## src/rtl/io_pkg.sv

```systemverilog
// Shared constants and helpers for the IO port controller.
package io_pkg;

  // io_dir request encodings; 00 and 11 are no-ops.
  localparam logic [1:0] IO_DIR_IN  = 2'b01;
  localparam logic [1:0] IO_DIR_OUT = 2'b10;

  // IN FSM encodings.
  localparam logic [0:0] IN_IDLE = 1'b0;
  localparam logic [0:0] IN_WAIT = 1'b1;

  // OUT FSM encodings.
  localparam logic [1:0] OUT_IDLE = 2'd0;
  localparam logic [1:0] OUT_CONV = 2'd1;
  localparam logic [1:0] OUT_LOAD = 2'd2;

  // Largest value the three-digit display can show.
  localparam int unsigned MAX_DISPLAY = 999;

  // Default number of stable samples needed to accept a button change.
  localparam int DEFAULT_DEBOUNCE_CYCLES = 4;

  // Clamp an unsigned OUT operand into the displayable range.
  function automatic logic [9:0] clamp_display(input logic [31:0] v);
    if (v > 32'(MAX_DISPLAY)) return 10'(MAX_DISPLAY);
    return v[9:0];
  endfunction

  // One double-dabble step on {bcd[11:0], bin[9:0]}: fix up digits >= 5, then shift.
  function automatic logic [21:0] dabble_step(input logic [21:0] s);
    logic [21:0] t;
    t = s;
    if (t[21:18] >= 4'd5) t[21:18] = t[21:18] + 4'd3;
    if (t[17:14] >= 4'd5) t[17:14] = t[17:14] + 4'd3;
    if (t[13:10] >= 4'd5) t[13:10] = t[13:10] + 4'd3;
    return {t[20:0], 1'b0};
  endfunction

endpackage

```

## src/rtl/io_port_controller_debouncer.sv

```systemverilog
// Button synchronizer, debouncer and rising-edge detector.
module button_debouncer
  import io_pkg::*;
#(
  parameter int DEBOUNCE_CYCLES = DEFAULT_DEBOUNCE_CYCLES
) (
  input  logic clk,
  input  logic reset,
  input  logic button_i,
  output logic press_o,
  output logic level_o
);

  localparam int CNT_W = $clog2(DEBOUNCE_CYCLES + 1);

  logic [1:0]       sync_q;
  logic             state_q, state_d;
  logic [CNT_W-1:0] cnt_q, cnt_d;
  logic             press_q, press_d;

  // Two-flop synchronizer for the raw asynchronous button.
  always_ff @(posedge clk or posedge reset) begin
    if (reset) sync_q <= 2'b00;
    else       sync_q <= {sync_q[0], button_i};
  end

  // Count consecutive samples that differ from the accepted level; flip after enough.
  always_comb begin
    state_d = state_q;
    cnt_d   = cnt_q;
    press_d = 1'b0;
    if (sync_q[1] == state_q) begin
      cnt_d = '0;
    end else if (cnt_q == CNT_W'(DEBOUNCE_CYCLES - 1)) begin
      state_d = sync_q[1];
      cnt_d   = '0;
      press_d = sync_q[1];
    end else begin
      cnt_d = cnt_q + 1'b1;
    end
  end

  // Debouncer state registers.
  always_ff @(posedge clk or posedge reset) begin
    if (reset) begin
      state_q <= 1'b0;
      cnt_q   <= '0;
      press_q <= 1'b0;
    end else begin
      state_q <= state_d;
      cnt_q   <= cnt_d;
      press_q <= press_d;
    end
  end

  assign press_o = press_q;
  assign level_o = state_q;

endmodule

```

## src/rtl/io_port_controller.sv

```systemverilog
// IO port controller: button-gated IN of switches, OUT to a 3-digit BCD display.
//
// Handshake: io_req is a single-cycle strobe that qualifies io_dir and wr_data on
// the same rising edge; there is no ready back-channel. The CPU must hold while
// stall is high; an OUT strobe while out_busy is high is dropped and flagged.
module io_port_controller
  import io_pkg::*;
#(
  parameter int DEBOUNCE_CYCLES = DEFAULT_DEBOUNCE_CYCLES,
  parameter int IN_WIDTH        = 10
) (
  input  logic                clk,
  input  logic                reset,
  input  logic                io_req,
  input  logic [1:0]          io_dir,
  input  logic [31:0]         wr_data,
  input  logic [IN_WIDTH-1:0] switches,
  input  logic                button,
  output logic [31:0]         rd_data,
  output logic                in_done,
  output logic                stall,
  output logic                in_wait,
  output logic                out_busy,
  output logic [3:0]          units,
  output logic [3:0]          tens,
  output logic [3:0]          hundreds,
  output logic                sat,
  output logic                overrun,
  output logic [0:0]          dbg_in_state,
  output logic [1:0]          dbg_out_state
);

  logic btn_press;
  logic btn_level;

  button_debouncer #(.DEBOUNCE_CYCLES(DEBOUNCE_CYCLES)) u_btn (
    .clk      (clk),
    .reset    (reset),
    .button_i (button),
    .press_o  (btn_press),
    .level_o  (btn_level)
  );

  wire in_req  = io_req && (io_dir == IO_DIR_IN);
  wire out_req = io_req && (io_dir == IO_DIR_OUT);

  logic [0:0]  in_state_q;
  logic [31:0] rd_data_q;
  logic        in_done_q;

  // IN FSM: wait for an accepted press, then capture the switches.
  always_ff @(posedge clk or posedge reset) begin
    if (reset) begin
      in_state_q <= IN_IDLE;
      rd_data_q  <= '0;
      in_done_q  <= 1'b0;
    end else begin
      in_done_q <= 1'b0;
      case (in_state_q)
        IN_IDLE: if (in_req) in_state_q <= IN_WAIT;
        IN_WAIT: if (btn_press) begin
          in_state_q <= IN_IDLE;
          rd_data_q  <= 32'(switches);
          in_done_q  <= 1'b1;
        end
        default: in_state_q <= IN_IDLE;
      endcase
    end
  end

  logic [1:0]  out_state_q;
  logic [21:0] dd_q;
  logic [3:0]  iter_q;
  logic [11:0] digits_q;
  logic        sat_q;
  logic        overrun_q;

  // OUT FSM: clamp, run 10 double-dabble steps, then load all digits at once.
  always_ff @(posedge clk or posedge reset) begin
    if (reset) begin
      out_state_q <= OUT_IDLE;
      dd_q        <= '0;
      iter_q      <= '0;
      digits_q    <= '0;
      sat_q       <= 1'b0;
      overrun_q   <= 1'b0;
    end else begin
      if (out_req && (out_state_q != OUT_IDLE)) overrun_q <= 1'b1;
      case (out_state_q)
        OUT_IDLE: if (out_req) begin
          out_state_q <= OUT_CONV;
          dd_q        <= {12'd0, clamp_display(wr_data)};
          sat_q       <= (wr_data > 32'(MAX_DISPLAY));
          iter_q      <= '0;
        end
        OUT_CONV: begin
          dd_q   <= dabble_step(dd_q);
          iter_q <= iter_q + 4'd1;
          if (iter_q == 4'd9) out_state_q <= OUT_LOAD;
        end
        OUT_LOAD: begin
          digits_q    <= dd_q[21:10];
          out_state_q <= OUT_IDLE;
        end
        default: out_state_q <= OUT_IDLE;
      endcase
    end
  end

  assign rd_data       = rd_data_q;
  assign in_done       = in_done_q;
  assign in_wait       = (in_state_q == IN_WAIT);
  assign out_busy      = (out_state_q != OUT_IDLE);
  assign stall         = in_wait | out_busy;
  assign hundreds      = digits_q[11:8];
  assign tens          = digits_q[7:4];
  assign units         = digits_q[3:0];
  assign sat           = sat_q;
  assign overrun       = overrun_q;
  assign dbg_in_state  = in_state_q;
  assign dbg_out_state = out_state_q;

  wire unused_ok = btn_level;

endmodule
```

## config.mk

```make
export PLATFORM = sky130hd
export DESIGN_NAME = io_port_controller
export DESIGN_NICKNAME = d
export VERILOG_FILES = /design/src/rtl/io_pkg.sv /design/src/rtl/io_port_controller_debouncer.sv /design/src/rtl/io_port_controller.sv
export SDC_FILE = /design/constraint.sdc
export NUM_CORES = 1
export LEC_CHECK = 0
export CAP_MARGIN = 15
export CELL_PAD_IN_SITES_DETAIL_PLACEMENT = 0
export CELL_PAD_IN_SITES_GLOBAL_PLACEMENT = 1
export CORE_MARGIN = 3
export CORE_UTILIZATION = 31
export DETAILED_ROUTE_END_ITERATION = 6
export PLACE_DENSITY = 0.79
export SLEW_MARGIN = 40
export SYNTH_ARGS = -nofsm -noshare
export SYNTH_HDL_FRONTEND = slang
export SYNTH_HIERARCHICAL = 1
export SYNTH_SLANG_ARGS = --single-unit
```

## constraint.sdc

```tcl
create_clock -name clk -period 1.8 [get_ports clk]
set_clock_uncertainty 0.2 [all_clocks]
set_input_delay 0.36 -clock clk [delete_from_list [all_inputs] [get_ports clk]]
set_output_delay 0.36 -clock clk [all_outputs]
set_load 0.02 [all_outputs]
```

## After elaboration in Yosys (flattened, before gate mapping)

Cells that the tools add are included.
W data, S select, Z words.

- Latch bits: 0
- Word-level logic and storage cells: 69
- Output and inout bits: 53
- Memory bits (writable): 0
- Memory bits (read-only): 0
- Memories: 0
- Register bits after elaboration: 61
- Input bits: 48

- Reductions and logical operators: 11
- Shift operators: 0
- Order comparisons: 4
- Bitwise logic cells: 3
- Multiply operators: 0
- Mux-type cells: 24
- Divide/modulo/power cells: 0
- Eq/ne operators: 9
- Add/subtract/negate cells: 5

Operators by type and width:

| kind | count |
|---|---|
| $pmux W22 S2 | 1 |
| $gt A32 B10 Y1 const B | 1 |
| $mux W22 | 1 |
| $mux W10 | 2 |
| $ge A4 B3 Y1 const B | 3 |
| $mux W4 | 3 |
| $reduce_and A2 Y1 | 5 |
| $mux W1 | 9 |
| $mux W3 | 3 |
| $add A4 B2 Y4 const B | 2 |
| $pmux W4 S2 | 1 |
| $add A4 B1 Y4 const B | 1 |
| $eq A2 B1 Y1 const B | 2 |
| $eq A2 B2 Y1 const B | 2 |
| $eq A4 B4 Y1 const B | 1 |
| $mux W2 | 2 |
| $ne A2 B2 Y1 const B | 2 |
| $pmux W2 S2 | 1 |
| $reduce_bool A2 Y1 | 2 |
| $add A3 B1 Y3 const B | 1 |
| $add A3 B2 Y3 const B | 1 |
| $eq A3 B2 Y1 const B | 1 |
| $logic_and A1 B1 Y1 | 3 |
| $logic_not A2 Y1 | 1 |
| 4 further kinds | 5 |

## Longest topological paths before layout

Gate-level depths: netlist of the first run.

- Depth after elaboration: 7
- Mapped depth: 6
- Mapped depth without buffers: 6

## By module

The synthesis of the first run kept the hierarchy.

Modules (own cells, without submodules):

| module | seq. area each (µm²) | cells an instance | area an instance (µm²) | instances |
|---|---|---|---|---|
| io_port_controller | 1351.3 | 239 | 2613.8 | 1 |
| button_debouncer | 175.2 | 16 | 260.2 | 1 |

## Least setup slack after synthesis of the first run

OpenSTA, ideal clock, no wires.

- Kind: register to register
- From: reg out_state_q[0] (netlist: dbg_out_state[0])
- To: reg dd_q[1]
- Library setup time: 0.144 ns
- Arrival: 1.421 ns
- Period minus slack after synthesis: 1.765 ns
- Data required time: 1.456 ns
- Buffers on the path: 0
- Stages on the path, launching flop included: 5
- Slack: 0.035 ns
- Path through: dfrtp_1 nor2_1 nand2b_1 nor4_2 a21oi_1

- Longest elaborated chain between the ends: 3
- Elaborated cells between the ends (all ways): 6
- Those cells by class: 2 x eq/ne; 1 x mux; 3 x reduce/logical

Ends and longest elaborated chain:

| what | line | source |
|---|---|---|
| start, declared | io_port_controller.sv:71 | `logic [1:0] out_state_q;` |
| start signal, assigned | io_port_controller.sv:81 | `out_state_q <= OUT_IDLE;` |
| start signal, assigned | io_port_controller.sv:91 | `out_state_q <= OUT_CONV;` |
| start signal, assigned | io_port_controller.sv:99 | `if (iter_q == 4'd9) out_state_q <= OUT_LOAD;` |
| $eq A2 B1 Y1 or $logic_not A2 Y1 (tied branches) | io_port_controller.sv:89 | `case (out_state_q)` |
| $reduce_bool A2 Y1 (no line) or $ne A2 B2 Y1 (tied branches) | - |  |
| $reduce_and A2 Y1 (no line) | - |  |
| end signal, assigned | io_port_controller.sv:92 | `dd_q <= {12'd0, clamp_display(wr_data)};` |
| end signal, assigned | io_port_controller.sv:97 | `dd_q <= dabble_step(dd_q);` |
| end, declared | io_port_controller.sv:72 | `logic [21:0] dd_q;` |

Several ways; a longest one is shown, not always the timed one.
A chain may end at the register's enable or synchronous reset.

## Final worst setup path of the first run

- From: reg out_state_q[1] (netlist: dbg_out_state[1])
- To: out stall

- Longest elaborated chain between the ends: 2

Ends and longest elaborated chain:

| what | line | source |
|---|---|---|
| $reduce_bool A2 Y1 | io_port_controller.sv:113 | `assign out_busy = (out_state_q != OUT_IDLE);` |
| $or A1 B1 Y1 | io_port_controller.sv:114 | `assign stall = in_wait \| out_busy;` |
| end, declared | io_port_controller.sv:21 | `output logic stall,` |

No other way between the ends.

==> impl_results.html, run 1 <==
<table>
<tr><th>Metric</th><th>Value</th></tr>
<tr><th colspan="2">Clock tree</th></tr>
<tr><td>Clock tree sinks</td><td>between 60 and 70</td></tr>
<tr><td>Library cell used as clock root buffer</td><td>sky130_fd_sc_hd__clkbuf_8</td></tr>
<tr><td>Maximum level of the CTS H-tree</td><td>3</td></tr>
<tr><td>TritonCTS buffer count</td><td>9</td></tr>
<tr><td>Skew-Pair Late Insertion Delay</td><td>around 0.33 ns</td></tr>
<tr><td>Buffer depth of the longest clock path</td><td>2</td></tr>
<tr><td>Total of hold buffers inserted after clock tree synthesis</td><td>0</td></tr>
<tr><td>TritonCTS clock tree</td><td>built</td></tr>
<tr><td>Clock transition at the registers of the reported paths</td><td>~0.06 ns</td></tr>
<tr><th colspan="2">Place</th></tr>
<tr><td>Final HPWL DP</td><td>4991 um</td></tr>
<tr><td>Standard cell area after detailed placement</td><td>3956 um^2</td></tr>
<tr><td>Dpl ws</td><td>-0.5736 ns</td></tr>
<tr><td>Placed cell count</td><td>465</td></tr>
<tr><td>Port-buffer cells</td><td>about 80</td></tr>
<tr><td>Final Wtd Congestion</td><td>~0.83</td></tr>
<tr><th colspan="2">Setup path</th></tr>
<tr><td>Worst setup SP type</td><td>flop</td></tr>
<tr><td>Critical-path cell list</td><td>or3_4, buf_6</td></tr>
<tr><td>Critical Path Sink Type</td><td>output pin</td></tr>
<tr><td>Worst Path Max Fanout</td><td>2</td></tr>
<tr><td>Worst reg-to-reg path cell count</td><td>6</td></tr>
<tr><td>Crit path kind</td><td>flop to output pin</td></tr>
<tr><td>Required time of the worst setup path</td><td>1.24 ns</td></tr>
<tr><td>Arr. time, crit path</td><td>approximately 1.3 ns</td></tr>
<tr><td>Slowest stage cell on the critical path</td><td>sky130_fd_sc_hd__or3_4</td></tr>
<tr><td>Delay of the slowest critical-path stage</td><td>0.40 ns</td></tr>
<tr><th colspan="2">Yosys</th></tr>
<tr><td>Sequential element share of the synthesized area</td><td>a little over half</td></tr>
<tr><td>Post-synthesis register bit count</td><td>between 60 and 70</td></tr>
<tr><td>Largest cells by area after synthesis</td><td>sky130_fd_sc_hd__dfrtp_1, sky130_fd_sc_hd__mux2_2, sky130_fd_sc_hd__buf_4, sky130_fd_sc_hd__ha_1, sky130_fd_sc_hd__inv_1</td></tr>
<tr><td>Synth Warn #</td><td>6</td></tr>
<tr><td>Distinct cell type count after synthesis</td><td>42</td></tr>
<tr><td>Cell type with the highest aggregate area in the netlist</td><td>sky130_fd_sc_hd__dfrtp_1</td></tr>
<tr><td>Average footprint of a synthesized cell</td><td>around 11 um^2</td></tr>
<tr><td>Fraction of post-synthesis cell area in the top cell type by area</td><td>roughly 53%</td></tr>
<tr><td>Synth Cell Area</td><td>between 2000 and 3000 um^2</td></tr>
<tr><td>Number of instances in the synthesized netlist</td><td>about 260</td></tr>
<tr><th colspan="2">Global route</th></tr>
<tr><td>Total Routing Usage GR</td><td>about an eighth</td></tr>
<tr><td>Vias in the first global route</td><td>~2200</td></tr>
<tr><td>Maximum number of pins on one net before global-route repair</td><td>22</td></tr>
<tr><td>Initial antenna violation count</td><td>0</td></tr>
<tr><td>Met1 Usage GRT</td><td>about 15%</td></tr>
<tr><td>Global route hottest layer</td><td>met2</td></tr>
<tr><td>Met3 demand-to-capacity share in global routing</td><td>7.235%</td></tr>
<tr><td>Global Route met2 Usage</td><td>between 20% and 30%</td></tr>
<tr><td>Wire length of the first global-routing pass</td><td>10200 um</td></tr>
<tr><td>Total grt overflow</td><td>0</td></tr>
<tr><th colspan="2">Drt</th></tr>
<tr><td>Vias post-DR</td><td>~2200</td></tr>
<tr><td>Wire length per cell after detailed routing</td><td>between 10 and 15 um</td></tr>
<tr><td>1st-iter DRT viols</td><td>48</td></tr>
<tr><td>Final wirelength</td><td>6548 um</td></tr>
<tr><td>Detail Route Antenna Nets</td><td>0</td></tr>
<tr><td>Number of design rule violations left after detail routing</td><td>0</td></tr>
<tr><td>Count of TritonRoute iterations in the first routing pass</td><td>4</td></tr>
<tr><td>Via-to-Cell Ratio</td><td>~4.6</td></tr>
<tr><th colspan="2">Floorplanning</th></tr>
<tr><td>Total core area</td><td>between 8000 and 9000 um^2</td></tr>
<tr><td>Vertical extent of the die</td><td>a little over 100 um</td></tr>
<tr><td>Die boundary width</td><td>just over 100 um</td></tr>
<tr><td>Number of rows in the core area</td><td>34</td></tr>
<tr><td>Count of pins on the block boundary</td><td>roughly 100</td></tr>
<tr><td>Total die area</td><td>between 10000 and 15000 um^2</td></tr>
<tr><td>Initial standard-cell utilization of the core</td><td>between 30% and 40%</td></tr>
<tr><th colspan="2">Power</th></tr>
<tr><td>IR drop worst, VDD</td><td>0.0007613 V</td></tr>
<tr><td>Leakage power</td><td>2.024 nW</td></tr>
<tr><td>Cell Pwr Density</td><td>approximately 1500 nW/um^2</td></tr>
<tr><th colspan="2">Status</th></tr>
<tr><td>Result of the run</td><td>complete, but fails checks</td></tr>
<tr><td>Violated checks</td><td>setup timing</td></tr>
<tr><th colspan="2">Final layout</th></tr>
<tr><td>Final design utilization</td><td>47.79%</td></tr>
<tr><td>N_diodes</td><td>0</td></tr>
<tr><td>Finished Cell Area</td><td>4229 um^2</td></tr>
<tr><td>Leading cell type in the layout, fill and taps excluded</td><td>sky130_fd_sc_hd__dfrtp_1</td></tr>
<tr><td>Share of post-route cells with drive strength above 1</td><td>26.60%</td></tr>
<tr><td>Filler instances</td><td>847</td></tr>
<tr><td>Most used cells in the layout excluding fill and tap cells</td><td>sky130_fd_sc_hd__dfrtp_1, sky130_fd_sc_hd__dlygate4sd2_1, sky130_fd_sc_hd__buf_4</td></tr>
<tr><td>Fin cells</td><td>between 400 and 500</td></tr>
<tr><td># nets final</td><td>~430</td></tr>
<tr><td>Area growth, synth to finish</td><td>47.15%</td></tr>
<tr><th colspan="2">Timing</th></tr>
<tr><td>Min Tclk post-route</td><td>around 1.8 ns</td></tr>
<tr><td>Total setup violations reported at the end of the flow</td><td>4</td></tr>
<tr><td>Worst slack on hold paths</td><td>0.1410 ns</td></tr>
<tr><td>Unrepaired setup endpoints after global routing</td><td>yes</td></tr>
<tr><td>Crit path setup slack, layout</td><td>-0.02040 ns</td></tr>
<tr><td>Number of hold violations in the final report</td><td>0</td></tr>
<tr><td>Total count of max-transition violations in the final report</td><td>0</td></tr>
<tr><td>Share of the clock period used by the worst path</td><td>101.1%</td></tr>
<tr><td>Maximum clock frequency</td><td>around 550 MHz</td></tr>
<tr><th colspan="2">Min path</th></tr>
<tr><td>Class of the tightest hold or removal check</td><td>primary input to async pin</td></tr>
<tr><th colspan="2">Job</th></tr>
<tr><td>Max Cap Violations</td><td>0</td></tr>
</table>
==> critical path, delay by kind of cell, from the launching register on <==
family	cells	cell delay (ns)
buf+inv	1	0.14
simple gates	1	0.40
flops	1	0.38
==> cell type report <==
cell class	count	area [um^2]	share of cell area (%)
repair buffers	115	1075	25.41
well taps	108	135.1	3.195
clock inverters	1	5.005	0.1183
multi-input cells	164	1232	29.14
clock buffers	14	172.7	4.083
flip-flops and latches	61	1526	36.09
inverters	21	82.58	1.953
==> metrics by stage <==
stage | total power [mW] | TNS [ns]
floorplan | 3.995 | 0
global placement | 5.247 | -7.096
detailed placement | 5.336 | -7.798
CTS | 6.303 | -0.07459
global route | 6.804 | -0.7895
finish | 6.341 | -0.03098
==> synthesized netlist by cell type, drive strengths merged <==
cell	number
clkinv	1
nor3b	3
buf	25
inv	20
nand2	15
ha	9
o21ai	17
o32ai	8
xnor2	4
a2111oi	1
nor3	2
mux2	19
a32o	3
nor4	7
nand3b	2
nand4	2
a22oi	2
a22o	1
nand2b	5
nor2b	2
clkbuf	5
dfrtp	61
and3b	1
xor2	3
nor2	7
a21oi	12
o22ai	4
a21o	1
conb	1
o31ai	3
or4	1
o21bai	1
mux2i	2
or3	1
nand3	4
==> path summary, 6_finish.rpt <==
check,from,end,slack (ns)
max,dbg_out_state[1]$_DFFE_PP0P_,stall,-0.02
min,reset,u_btn/cnt_q[0]$_DFF_PP0_,0.14
max reg2reg,dbg_out_state[1]$_DFFE_PP0P_,dd_q[4]$_DFFE_PP0P_,-0.01
min reg2reg,u_btn/sync_q[0]$_DFF_PP0_,u_btn/sync_q[1]$_DFF_PP0_,0.15
max in group asynchronous,reset,rd_data[8]$_DFFE_PP0P_,0.87
min in group clk,u_btn/sync_q[0]$_DFF_PP0_,u_btn/sync_q[1]$_DFF_PP0_,0.15
==> sequential cells by signal, summed over array words and instances (netlist names) <==
signal	count
in_done	1
dd_q	22
dbg_in_state	1
iter_q	4
u_btn/cnt_q	3
u_btn/level_o	1
digits_q	12
sat	1
u_btn/sync_q	2
dbg_out_state	2
u_btn/press_o	1
rd_data	10
overrun	1
==> kinds of logic (layout without fill, tap and decap cells) <==
family / after synthesis / after routing / share of synthesized area, %
compound gates: 53 / 53 / 12.19
mux: 21 / 21 / 8.141
xor+xnor: 7 / 7 / 2.133
other cells: 1 / 22 / 0.1305
fa+ha+maj: 9 / 9 / 3.918
buf+inv: 51 / 151 / 9.752
simple gates: 52 / 52 / 10.62
flops: 61 / 61 / 53.11
==> metal layers <==
layer,wire (um),vias to the layer above,part of all wire (%)
met1,2779,1068,42
li1,-,1085,-
met5,0,-,0
met3,697,6,11
met2,3011,89,46
met4,60,0,0.92
==> what timing repair did <==
item,4_1_cts,5_1_grt
setup endpoints to repair,41,20
pin swaps,6,11
buffers inserted,1,3
endpoints found under the hold margin,0,0
resized for setup,60,30
==> report_power, final <==
part / internal (mW) / total (mW) / switching, mW / leakage (nW)
Sequential: 1.92 / 2.27 / 0.345 / 0.758
Combinational: 1.46 / 2.99 / 1.52 / 1.17
Clock: 0.604 / 1.09 / 0.483 / 0.0926
Total: 3.99 / 6.34 / 2.35 / 2.02
Power figures use the tool's default switching activity.
==> run 2: changes to the inputs <==
CORE_UTILIZATION = 37   (was 31)
PLACE_DENSITY = unset   (was 0.79)
PLACE_DENSITY_LB_ADDON = 0.2   (was unset)
clock period = 2.2 ns   (was 1.8 ns; I/O delays follow)
==> run 2 against run 1 <==
  * Cell count down 6.2%
  * Largest cell class unchanged
  * Register-to-register slack better by 0.36 ns
  * Utilization increased by 6.1 points
  * Die area is 15% lower
  * Via count shrank 5.0%
  * Worst hold slack better by 0.016 ns
  * Largest power group unchanged
  * The flow now finishes without violations
==> impl_results.html, run 2 (synthesis gave the netlist of run 1 again) <==
<table>
<tr><th>Metric</th><th>Value</th></tr>
<tr><th colspan="2">Drt</th></tr>
<tr><td>Count of TritonRoute iterations in the first routing pass</td><td>4 (unchanged)</td></tr>
<tr><td>Vias post-DR</td><td>2136 (-5.0%)</td></tr>
<tr><td>Final wirelength</td><td>5923 um (-9.5%)</td></tr>
<tr><td>Wire length per cell after detailed routing</td><td>13.05 um (-3.6%)</td></tr>
<tr><td>1st-iter DRT viols</td><td>37 (-23%)</td></tr>
<tr><td>Detail Route Antenna Nets</td><td>0 (unchanged)</td></tr>
<tr><td>Via-to-Cell Ratio</td><td>4.705 (+1.3%)</td></tr>
<tr><td>Number of design rule violations left after detail routing</td><td>0 (unchanged)</td></tr>
<tr><th colspan="2">Setup path</th></tr>
<tr><td>Slowest stage cell on the critical path</td><td>sky130_fd_sc_hd__or3_1</td></tr>
<tr><td>Endpoint of the worst register-to-register path</td><td>dd_q[16]$_DFFE_PP0P_</td></tr>
<tr><td>Worst Path Max Fanout</td><td>4 (+2)</td></tr>
<tr><td>Critical Path Sink Type</td><td>output pin</td></tr>
<tr><td>Register-to-register setup slack</td><td>0.35 ns (+0.36 ns)</td></tr>
<tr><td>Required time of the worst setup path</td><td>1.56 ns (+0.32 ns)</td></tr>
<tr><td>Worst setup path endpoint</td><td>stall</td></tr>
<tr><td>Worst setup SP type</td><td>flop</td></tr>
<tr><td>Arr. time, crit path</td><td>1.49 ns (+0.23 ns)</td></tr>
<tr><td>Crit path kind</td><td>flop to output pin</td></tr>
<tr><td>Delay of the slowest critical-path stage</td><td>0.41 ns (about the same)</td></tr>
<tr><td>Worst reg-to-reg path cell count</td><td>6 (unchanged)</td></tr>
<tr><td>Start point of the critical path</td><td>dbg_out_state[0]$_DFFE_PP0P_</td></tr>
<tr><td>Reg2reg start</td><td>dd_q[14]$_DFFE_PP0P_</td></tr>
<tr><td>Critical-path cell list</td><td>or3_1, dlygate4sd2_1</td></tr>
<tr><th colspan="2">Floorplanning</th></tr>
<tr><td>Number of rows in the core area</td><td>31 (-8.8%)</td></tr>
<tr><td>Total die area</td><td>8861 um^2 (-15%)</td></tr>
<tr><td>Vertical extent of the die</td><td>94.14 um (-8.0%)</td></tr>
<tr><td>Die boundary width</td><td>94.14 um (-8.0%)</td></tr>
<tr><td>Initial standard-cell utilization of the core</td><td>38.79% (+6.3 points)</td></tr>
<tr><td>Total core area</td><td>7408 um^2 (-16%)</td></tr>
<tr><td>Count of pins on the block boundary</td><td>101 (unchanged)</td></tr>
<tr><th colspan="2">Clock tree</th></tr>
<tr><td>Skew-Pair Late Insertion Delay</td><td>0.34 ns (about the same)</td></tr>
<tr><td>Clock transition at the registers of the reported paths</td><td>0.06 ns (about the same)</td></tr>
<tr><td>Maximum level of the CTS H-tree</td><td>3 (unchanged)</td></tr>
<tr><td>Post-CTS setup buffer count</td><td>0 (-1)</td></tr>
<tr><td>Library cell used as clock root buffer</td><td>sky130_fd_sc_hd__clkbuf_8</td></tr>
<tr><td>Count of cells resized by post-cts repair</td><td>2 (-97%)</td></tr>
<tr><td>Total of hold buffers inserted after clock tree synthesis</td><td>0 (unchanged)</td></tr>
<tr><td>Clock tree sinks</td><td>61 (unchanged)</td></tr>
<tr><td>TritonCTS clock tree</td><td>built</td></tr>
<tr><td>Buffer depth of the longest clock path</td><td>2 (unchanged)</td></tr>
<tr><td>TritonCTS buffer count</td><td>9 (unchanged)</td></tr>
<tr><th colspan="2">Timing</th></tr>
<tr><td>Worst slew slack as a fraction of its limit</td><td>59.97%</td></tr>
<tr><td>Total count of max-transition violations in the final report</td><td>0 (unchanged)</td></tr>
<tr><td>TNS Setup</td><td>0 ns (+0.03098 ns)</td></tr>
<tr><td>Maximum clock frequency</td><td>~470 MHz</td></tr>
<tr><td>Number of hold violations in the final report</td><td>0 (unchanged)</td></tr>
<tr><td>Unrepaired setup endpoints after global routing</td><td>no</td></tr>
<tr><td>Total setup violations reported at the end of the flow</td><td>0 (-4)</td></tr>
<tr><td>Crit path setup slack, layout</td><td>0.07058 ns (+0.09098 ns)</td></tr>
<tr><td>Transition at the pin with the smallest max-transition slack</td><td>0.6005 ns</td></tr>
<tr><td>Share of the clock period used by the worst path</td><td>about 97%</td></tr>
<tr><td>Min Tclk post-route</td><td>roughly 2.1 ns</td></tr>
<tr><th colspan="2">Place</th></tr>
<tr><td>Placed cell count</td><td>438 (-5.8%)</td></tr>
<tr><td>Final HPWL DP</td><td>4439 um (-11%)</td></tr>
<tr><td>Final Wtd Congestion</td><td>0.7317 (-11%)</td></tr>
<tr><td>Port-buffer cells</td><td>78 (unchanged)</td></tr>
<tr><td>Dpl ws</td><td>-0.1181 ns (+0.4555 ns)</td></tr>
<tr><td>Standard cell area after detailed placement</td><td>3806 um^2 (-3.8%)</td></tr>
<tr><th colspan="2">Final layout</th></tr>
<tr><td>Leading cell type in the layout, fill and taps excluded</td><td>sky130_fd_sc_hd__clkdlybuf4s50_1</td></tr>
<tr><td>N_diodes</td><td>0 (unchanged)</td></tr>
<tr><td>Sequential cell area</td><td>1526 um^2 (unchanged)</td></tr>
<tr><td>Share of post-route cells with drive strength above 1</td><td>15.77% (-11 points)</td></tr>
<tr><td>Fin cells</td><td>454 (-6.2%)</td></tr>
<tr><td>Filler instances</td><td>677 (-20%)</td></tr>
<tr><td>Area growth, synth to finish</td><td>39.05%</td></tr>
<tr><td>Max reg flops</td><td>22 (unchanged)</td></tr>
<tr><td># nets final</td><td>407 (-5.1%)</td></tr>
<tr><td>Reg with most FFs</td><td>dd_q</td></tr>
<tr><td>Area of the multi-input gates</td><td>1146 um^2 (-7.0%)</td></tr>
<tr><td>Most used cells in the layout excluding fill and tap cells</td><td>sky130_fd_sc_hd__clkdlybuf4s50_1, sky130_fd_sc_hd__dfrtp_1, sky130_fd_sc_hd__conb_1</td></tr>
<tr><td>Finished Cell Area</td><td>3996 um^2 (-5.5%)</td></tr>
<tr><th colspan="2">Global route</th></tr>
<tr><td>Vias in the first global route</td><td>2186 (-2.4%)</td></tr>
<tr><td>Total grt overflow</td><td>0 (unchanged)</td></tr>
<tr><td>Wire length of the first global-routing pass</td><td>9970 um (-2.2%)</td></tr>
<tr><td>Initial antenna violation count</td><td>0 (unchanged)</td></tr>
<tr><td>Total Routing Usage GR</td><td>14.89% (+2.1 points)</td></tr>
<tr><td>Maximum number of pins on one net before global-route repair</td><td>23 (+4.5%)</td></tr>
<tr><th colspan="2">Min path</th></tr>
<tr><td>Hold Crit Depth</td><td>0</td></tr>
<tr><td>Class of the tightest hold or removal check</td><td>flop to flop</td></tr>
<tr><th colspan="2">Power</th></tr>
<tr><td>Leakage power</td><td>1.781 nW (-12%)</td></tr>
<tr><td>Cell Pwr Density</td><td>1279 nW/um^2 (-15%)</td></tr>
<tr><td>IR drop worst, VDD</td><td>0.0004399 V (-42%)</td></tr>
<tr><th colspan="2">Status</th></tr>
<tr><td>Result of the run</td><td>completed</td></tr>
<tr><th colspan="2">Job</th></tr>
<tr><td>Max Cap Violations</td><td>0 (unchanged)</td></tr>
</table>
run 2: worst min path at each step:
stage | endpoint | startpoint | slack [ns]
after floorplan | u_btn/cnt_q[0]$_DFF_PP0_ | reset | 0.04
after global placement | u_btn/sync_q[1]$_DFF_PP0_ | u_btn/sync_q[0]$_DFF_PP0_ | 0.14
after detailed placement | u_btn/sync_q[1]$_DFF_PP0_ | u_btn/sync_q[0]$_DFF_PP0_ | 0.15
after CTS | u_btn/press_o$_DFF_PP0_ | reset | 0.16
after global routing | u_btn/sync_q[1]$_DFF_PP0_ | u_btn/sync_q[0]$_DFF_PP0_ | 0.18
final | u_btn/sync_q[1]$_DFF_PP0_ | u_btn/sync_q[0]$_DFF_PP0_ | 0.16
run 2: critical path, delay by kind of cell (launching register included):
family / cells / cell delay (ns)
AND/OR/NAND/NOR: 1 / 0.41
flip-flops: 1 / 0.40
buffers and inverters: 1 / 0.34
run 2: power by group:
part | internal [mW] | leakage (nW) | switching, mW
combinational | 1.15 | 0.926 | 1.14
clock | 0.550 | 0.0964 | 0.422
sequential | 1.57 | 0.758 | 0.282
total | 3.27 | 1.78 | 1.84
run 2: layout make-up:
class / instances / share of cell area, %
Sequential cell: 61 / 38.20
Multi-Input combinational cell: 164 / 28.68
Timing Repair Buffer: 93 / 23.23
Clock buffer: 12 / 3.632
Tap cell: 99 / 3.100
Inverter: 21 / 1.972
Clock inverter: 4 / 1.190
run 2: stage by stage:
stage          hold WS, ns  utilization [%]  total power [mW]
4_1_cts             0.1631            53.94             5.185
3_3_place_gp        0.1410            51.38             4.153
3_5_place_dp        0.1479            51.38             4.191
5_1_grt             0.1787            53.94             5.514
6_report            0.1574            53.94             5.112
2_1_floorplan      0.04340                -             3.268
run 2: layer usage:
layer | vias up | track usage (%) | routed length (um)
met1 | 1009 | 17.42 | 2437
met2 | 75 | 24.54 | 2951
li1 | 1042 | - | -
met3 | 10 | 4.808 | 402
met4 | 0 | 7.220 | 132
met5 | - | 0 | 0
